### src/rtl/carry_chain_pkg.sv
// Shared types and constants for the carry-chain adder arbiter.
// No logic, no latency.
// No flow control.
package carry_chain_pkg;

    localparam int DEF_W    = 64;
    localparam int DEF_NREQ = 4;

    typedef enum logic {
        IDLE = 1'b0,
        LOCK = 1'b1
    } cca_state_t;

    // Constant-evaluable ceil(log2(v)), for v >= 1.
    function automatic int clog2(input int v);
        int r;
        r = 0;
        for (int i = 0; i < 31; i++) begin
            if ((1 << i) < v) begin
                r = i + 1;
            end
        end
        return r;
    endfunction

endpackage

### src/rtl/carry_chain_sum_old.sv
// W-bit carry-chain adder built from 8-bit slices with rippled carry.
// Latency: combinational.
// Backpressure: none.
module carry_chain_sum_old #(
    parameter int W = 64
) (
    input  logic [W-1:0] a,
    input  logic [W-1:0] b,
    input  logic         cin,
    output logic [W-1:0] sum,
    output logic         cout
);

    localparam int NS = W / 8;

    logic [NS:0] c;

    assign c[0] = cin;

    for (genvar s = 0; s < NS; s++) begin : g_slice
        assign {c[s+1], sum[s*8 +: 8]} = {1'b0, a[s*8 +: 8]} + {1'b0, b[s*8 +: 8]} + {8'b0, c[s]};
    end

    assign cout = c[NS];

endmodule

### src/rtl/cca_rr_arbiter.sv
// Cyclic priority pick: first requester at or after rr_ptr with valid set.
// Latency: combinational.
// Backpressure: none; grant is advisory until the caller locks it.
module cca_rr_arbiter
    import carry_chain_pkg::*;
#(
    parameter  int NREQ = 4,
    localparam int IDW  = clog2(NREQ)
) (
    input  logic [NREQ-1:0] req_valid,
    input  logic [IDW-1:0]  rr_ptr,
    output logic [IDW-1:0]  grant_id,
    output logic            any_vld
);

    logic [IDW:0] idx;

    // Walk from the furthest offset down so the nearest valid requester wins.
    always_comb begin
        grant_id = '0;
        any_vld  = 1'b0;
        idx      = '0;
        for (int i = NREQ - 1; i >= 0; i--) begin
            idx = {1'b0, rr_ptr} + (IDW+1)'(i);
            if (idx >= (IDW+1)'(NREQ)) begin
                idx = idx - (IDW+1)'(NREQ);
            end
            if (req_valid[idx[IDW-1:0]]) begin
                grant_id = idx[IDW-1:0];
                any_vld  = 1'b1;
            end
        end
    end

endmodule

### src/rtl/carry_chain_add_arbiter.sv
// Round-robin share of one carry-chain adder; grant locked per multi-beat transaction.
// Latency: one bubble for the grant, then 1 cycle beat accept -> rsp_valid, 1 beat/cycle.
// Backpressure: owner's req_ready = !rsp_valid | rsp_ready; optional rsp_ovf via CCA_OVF_FLAG_EN.
module carry_chain_add_arbiter
    import carry_chain_pkg::*;
#(
    parameter  int W    = DEF_W,
    parameter  int NREQ = DEF_NREQ,
    localparam int IDW  = clog2(NREQ)
) (
    input  logic              clk,
    input  logic              rst_n,
    input  logic [NREQ-1:0]   req_valid,
    output logic [NREQ-1:0]   req_ready,
    input  logic [NREQ*W-1:0] req_a,
    input  logic [NREQ*W-1:0] req_b,
    input  logic [NREQ-1:0]   req_cin,
    input  logic [NREQ-1:0]   req_last,
    output logic              rsp_valid,
    input  logic              rsp_ready,
    output logic [W-1:0]      rsp_sum,
    output logic              rsp_cout,
    output logic [IDW-1:0]    rsp_id,
    output logic              rsp_last
`ifdef CCA_OVF_FLAG_EN
    ,
    output logic              rsp_ovf
`endif
);

    localparam logic [IDW-1:0] LAST_ID = IDW'(NREQ - 1);

    cca_state_t     state;
    logic [IDW-1:0] owner;
    logic [IDW-1:0] rr_ptr;
    logic           carry_q;
    logic           first_q;

    logic [IDW-1:0] grant_id;
    logic           any_vld;

    logic [W-1:0]   op_a;
    logic [W-1:0]   op_b;
    logic [W-1:0]   sum_w;
    logic           cin_w;
    logic           cout_w;
    logic           beat_last;
    logic           lock_rdy;
    logic           beat_acc;

    cca_rr_arbiter #(
        .NREQ (NREQ)
    ) u_arb (
        .req_valid (req_valid),
        .rr_ptr    (rr_ptr),
        .grant_id  (grant_id),
        .any_vld   (any_vld)
    );

    assign op_a      = req_a[int'(owner) * W +: W];
    assign op_b      = req_b[int'(owner) * W +: W];
    assign beat_last = req_last[owner];
    // Carry-in from the requester only opens a transaction; later beats chain.
    assign cin_w     = first_q ? req_cin[owner] : carry_q;

    carry_chain_sum_old #(
        .W (W)
    ) u_add (
        .a    (op_a),
        .b    (op_b),
        .cin  (cin_w),
        .sum  (sum_w),
        .cout (cout_w)
    );

    assign lock_rdy = !rsp_valid || rsp_ready;
    assign beat_acc = (state == LOCK) && req_valid[owner] && lock_rdy;

    always_comb begin
        req_ready = '0;
        if (state == LOCK) begin
            req_ready[owner] = lock_rdy;
        end
    end

`ifdef CCA_OVF_FLAG_EN
    logic ovf_w;
    // Signed overflow is only meaningful on the most significant word.
    assign ovf_w = beat_last && (op_a[W-1] == op_b[W-1]) && (sum_w[W-1] != op_a[W-1]);
`endif

    always_ff @(posedge clk or negedge rst_n) begin
        if (!rst_n) begin
            state     <= IDLE;
            owner     <= '0;
            rr_ptr    <= '0;
            carry_q   <= 1'b0;
            first_q   <= 1'b1;
            rsp_valid <= 1'b0;
            rsp_sum   <= '0;
            rsp_cout  <= 1'b0;
            rsp_id    <= '0;
            rsp_last  <= 1'b0;
`ifdef CCA_OVF_FLAG_EN
            rsp_ovf   <= 1'b0;
`endif
        end else begin
            case (state)
                IDLE: begin
                    if (any_vld) begin
                        owner <= grant_id;
                        state <= LOCK;
                    end
                end
                LOCK: begin
                    if (beat_acc) begin
                        if (beat_last) begin
                            carry_q <= 1'b0;
                            first_q <= 1'b1;
                            rr_ptr  <= (owner == LAST_ID) ? '0 : owner + 1'b1;
                            state   <= IDLE;
                        end else begin
                            carry_q <= cout_w;
                            first_q <= 1'b0;
                        end
                    end
                end
                default: state <= IDLE;
            endcase

            if (beat_acc) begin
                rsp_valid <= 1'b1;
                rsp_sum   <= sum_w;
                rsp_cout  <= cout_w;
                rsp_id    <= owner;
                rsp_last  <= beat_last;
`ifdef CCA_OVF_FLAG_EN
                rsp_ovf   <= ovf_w;
`endif
            end else if (rsp_ready) begin
                rsp_valid <= 1'b0;
            end
        end
    end

endmodule

### config.mk
export PLATFORM = sky130hd
export DESIGN_NAME = carry_chain_add_arbiter
export DESIGN_NICKNAME = d
export VERILOG_FILES = /design/src/rtl/carry_chain_pkg.sv /design/src/rtl/carry_chain_sum_old.sv /design/src/rtl/cca_rr_arbiter.sv /design/src/rtl/carry_chain_add_arbiter.sv
export SDC_FILE = /design/constraint.sdc
export NUM_CORES = 1
export LEC_CHECK = 0
export ABC_AREA = 1
export ABC_CLOCK_PERIOD_IN_PS = 12500
export CAP_MARGIN = 20
export CORE_AREA = 3 3 232 234
export CTS_BUF_LIST = sky130_fd_sc_hd__clkbuf_8
export CTS_CLUSTER_SIZE = 12
export DETAILED_ROUTE_END_ITERATION = 8
export DIE_AREA = 0 0 235 237
export SETUP_SLACK_MARGIN = 0.05
export SYNTH_ARGS = -nofsm -noshare
export SYNTH_HDL_FRONTEND = slang
export SYNTH_SLANG_ARGS = --single-unit
### constraint.sdc
create_clock -name clk -period 12.5 [get_ports clk]
set_input_delay 2.5 -clock clk [delete_from_list [all_inputs] [get_ports clk]]
set_output_delay 2.5 -clock clk [all_outputs]
set_load 0.02 [all_outputs]
==> results.md <==
* Status: finished, final reports clean
* Worst reg2reg startpoint: owner[0]
* CP Depth at 56
* Antenna violations before repair at 1
* Post-DR vias/cell at 4.600
* CTS Buffer Depth at 2
* LEAKAGE at 6.795 nW
* Yosys warns at 0
* Hpwl dp at 40.13 mm
* Hold/Removal Path Class: reg -> reg
* CTS root buf: clkbuf_8
* Worst-path clk slew at 0.10 ns
* Seq cells post-synth at 76
* DRT Pass-1 Iters at 5
* Worst VDD drop at 105.7 uV
* Worst R2R Setup Slack at 1.59 ns
* Setup TNS at 0 ns
* Arrival time worst endpoint at 12.60 ns
* TritonCTS Sinks at 76
* Distinct cell type count after synthesis at 33
* FF-to-FF End: carry_q
* Worst hold slack at 0.4830 ns
* Most common cell after layout, fill and taps aside: clkdlybuf4s50_1
* TritonCTS clock tree: yes
* Number of DRC markers after the initial detailed-route iteration at 497
* Worst path most repeated cell: fa_2
* # setup viols final at 0
* Worst Tran Pin Value at 1.038 ns
* Setup Skew at 0.01694 ns
* CP top delay family: adder cells
* Fin. Hold Viols at 0
* Endpoint type of the worst setup path: flip-flop
* Setup CP Type: in -> reg
* # rows at 84
* H-tree depth at 3
* DRT Wirelength at 50.40 mm
* Setup slack after layout at 0.1989 ns
* Global-route wire length before repair at 74.71 mm
* End of the critical path: carry_q
* Vias in the first global route at 12570
* Total gr overflow at 0
* Critical Path Source Type: primary input
* Syn Inst Count at 1456
* Placeable Area at 0.05224 mm^2
* Worst Path Max Fanout at 3
* Avg Cell Area, Syn at 6.243 um^2
* Final net count at 2624
* Pwr per Cell Area at 295.2 mW/mm^2
* FILL cells at 5690
* Gr usage total at 17.23%
* IO Pins at 600
* GPL Wtd Cong at 0.8856
* Die X at 235 um
* Layout cell share with drive strength beyond 1 at 7.108%
* Achievable Freq at 81.29 MHz
* Max cap viols at 0
* PnR Total Power at 4.834 mW
* Antenna-violating nets left at 0
* DIE AREA at 0.05570 mm^2
* Port buffer count at 599
* Rel. slew slack at 30.79%
* CP peak stage delay at 0.43 ns
* Slew Limit Fails at 0
* Post-Place Setup Slack at -1.802 ns
* Most frequent cells in the layout: clkdlybuf4s50_1, o21ai_0, nand2_1, nor2_1, o22ai_1
* Crit path max-delay cell type: fa_2
* DR DRC count at 0
* Area Growth Syn to Fin at 80.15%
* R2R cell count at 56
* Crit path buf inv count at 3
* Post-synthesis sequential area ratio at 20.94%
* Drt wl/cell at 18.56 um
* Critical path origin: req_cin[1]
* RSZ-0062 raised after global routing: yes
* Crit path time final at 12.30 ns
* Clock Latency Late Sink at 0.40 ns
* Chip Height at 237 um
* Syn_nets at 2059
* Initial Utilization at 17.40%
* Synthesized cell area at 0.009090 mm^2
* Largest net degree at the start of global routing at 109
* DR vias at 12490
* WP data required at 12.80 ns
* CTS Buf Count at 9
* Tcrit/Tclk final at 98.41%
how the worst min path moves through the flow:
stage | start | end | cells past startpoint
after floorplan | carry_q | carry_q | 2
after global placement | rsp_sum[13] | rsp_sum[13] | 2
after detailed placement | rsp_sum[1] | rsp_sum[1] | 2
after CTS | rsp_sum[21] | rsp_sum[21] | 2
after global routing | rsp_sum[21] | rsp_sum[21] | 2
final | rsp_sum[31] | rsp_sum[31] | 2
area by class of cell:
cell class	instances	area, um^2	area share [%]
inverters	71	276.5	1.689
clock inverters	7	115.1	0.7029
multi-input cells	1208	6686	40.83
well taps	688	860.8	5.257
clock buffers	9	123.9	0.7564
repair buffers	655	6400	39.08
flip-flops and latches	76	1911	11.67
diodes	1	2.502	0.01528
tightest hold or removal path, cell delays in order (launching register included):
cell and delay, ns:
dfrtp_1 0.35, nand2_1 0.05, nand2_1 0.05
through the flow:
| stage | std cells | instance area [um^2] | utilization, % |
|---|---|---|---|
| floorplan | 1456 | 9107 | - |
| global placement | 2684 | 15850 | 30.35 |
| detailed placement | 2684 | 15850 | 30.35 |
| CTS | 2707 | 16220 | 31.06 |
| global route | 2715 | 16380 | 31.35 |
| finish | 2715 | 16380 | 31.35 |
report_power, final:
part | total [mW] | internal, mW | switching (mW) | leakage, nW
Clock | 0.245 | 0.132 | 0.113 | 0.121
Combinational | 4.10 | 1.71 | 2.39 | 5.74
Sequential | 0.490 | 0.386 | 0.103 | 0.929
cell usage after synthesis:
master      n  share of area (%)
nand3_1    53                2.9
dfrtp_1    75                 21
inv_1      70                2.9
o21bai_1   13                1.1
ha_1       60                8.3
o21a_1      2               0.17
fa_1       16                3.5
clkbuf_1   64                2.6
o22ai_1   123                8.5
inv_2       1              0.041
nand2_1   262                 11
o21ai_0   284                 16
nand3b_1    2               0.17
xnor2_1    17                1.6
nand4_1    15                1.0
dfstp_2     1               0.29
o21ai_2     1              0.096
a32o_1      4               0.44
nor3_1      1              0.055
nand3_2     1               0.11
o21ai_1    12               0.66
xor2_1      8               0.77
nor2_2      1              0.069
a31oi_1     7               0.48
a21boi_0    6               0.50
buf_2      28                1.5
a32oi_1     2               0.19
nor2_1    259                 11
or2_2       8               0.55
a21oi_1    49                2.7
buf_4       9               0.74
nor3b_1     1              0.083
mux2i_1     1               0.11
cells by family after synthesis:
family,after synthesis,synth area share [%]
buffers and inverters,172,7.859
flip-flops,76,20.94
adder cells (fa/ha/maj),76,11.78
AO/OA/AOI/OAI,503,30.41
AND/OR/NAND/NOR,603,26.50
XOR/XNOR,25,2.409
multiplexers,1,0.1101
per-layer routing:
| metal | global-route usage (%) | routed length (um) | share of wire (%) | vias to the layer above |
|---|---|---|---|---|
| met4 | 7.123 | 1939 | 3.8 | 0 |
| li1 | - | - | - | 6141 |
| met5 | 0 | 0 | 0 | - |
| met3 | 3.972 | 3322 | 6.6 | 74 |
| met2 | 29.61 | 24270 | 48 | 519 |
| met1 | 20.69 | 20860 | 41 | 5756 |
sequential cells by signal, indices dropped and copies added (netlist names):
signal	cells
rsp_last	1
carry_q	1
owner	2
first_q	1
rsp_sum	64
rsp_id	2
rsp_valid	1
rr_ptr	2
state	1
rsp_cout	1
repair_timing:
| action | CTS | global route |
|---|---|---|
| endpoints found under the hold margin | 0 | 0 |
| hold buffers | 0 | 0 |
| endpoints found under the setup margin | 17 | 10 |
| pin swaps | 55 | 50 |
| resized for setup | 48 | 28 |
| setup buffers | 7 | 7 |
Power figures use the tool's default switching activity.
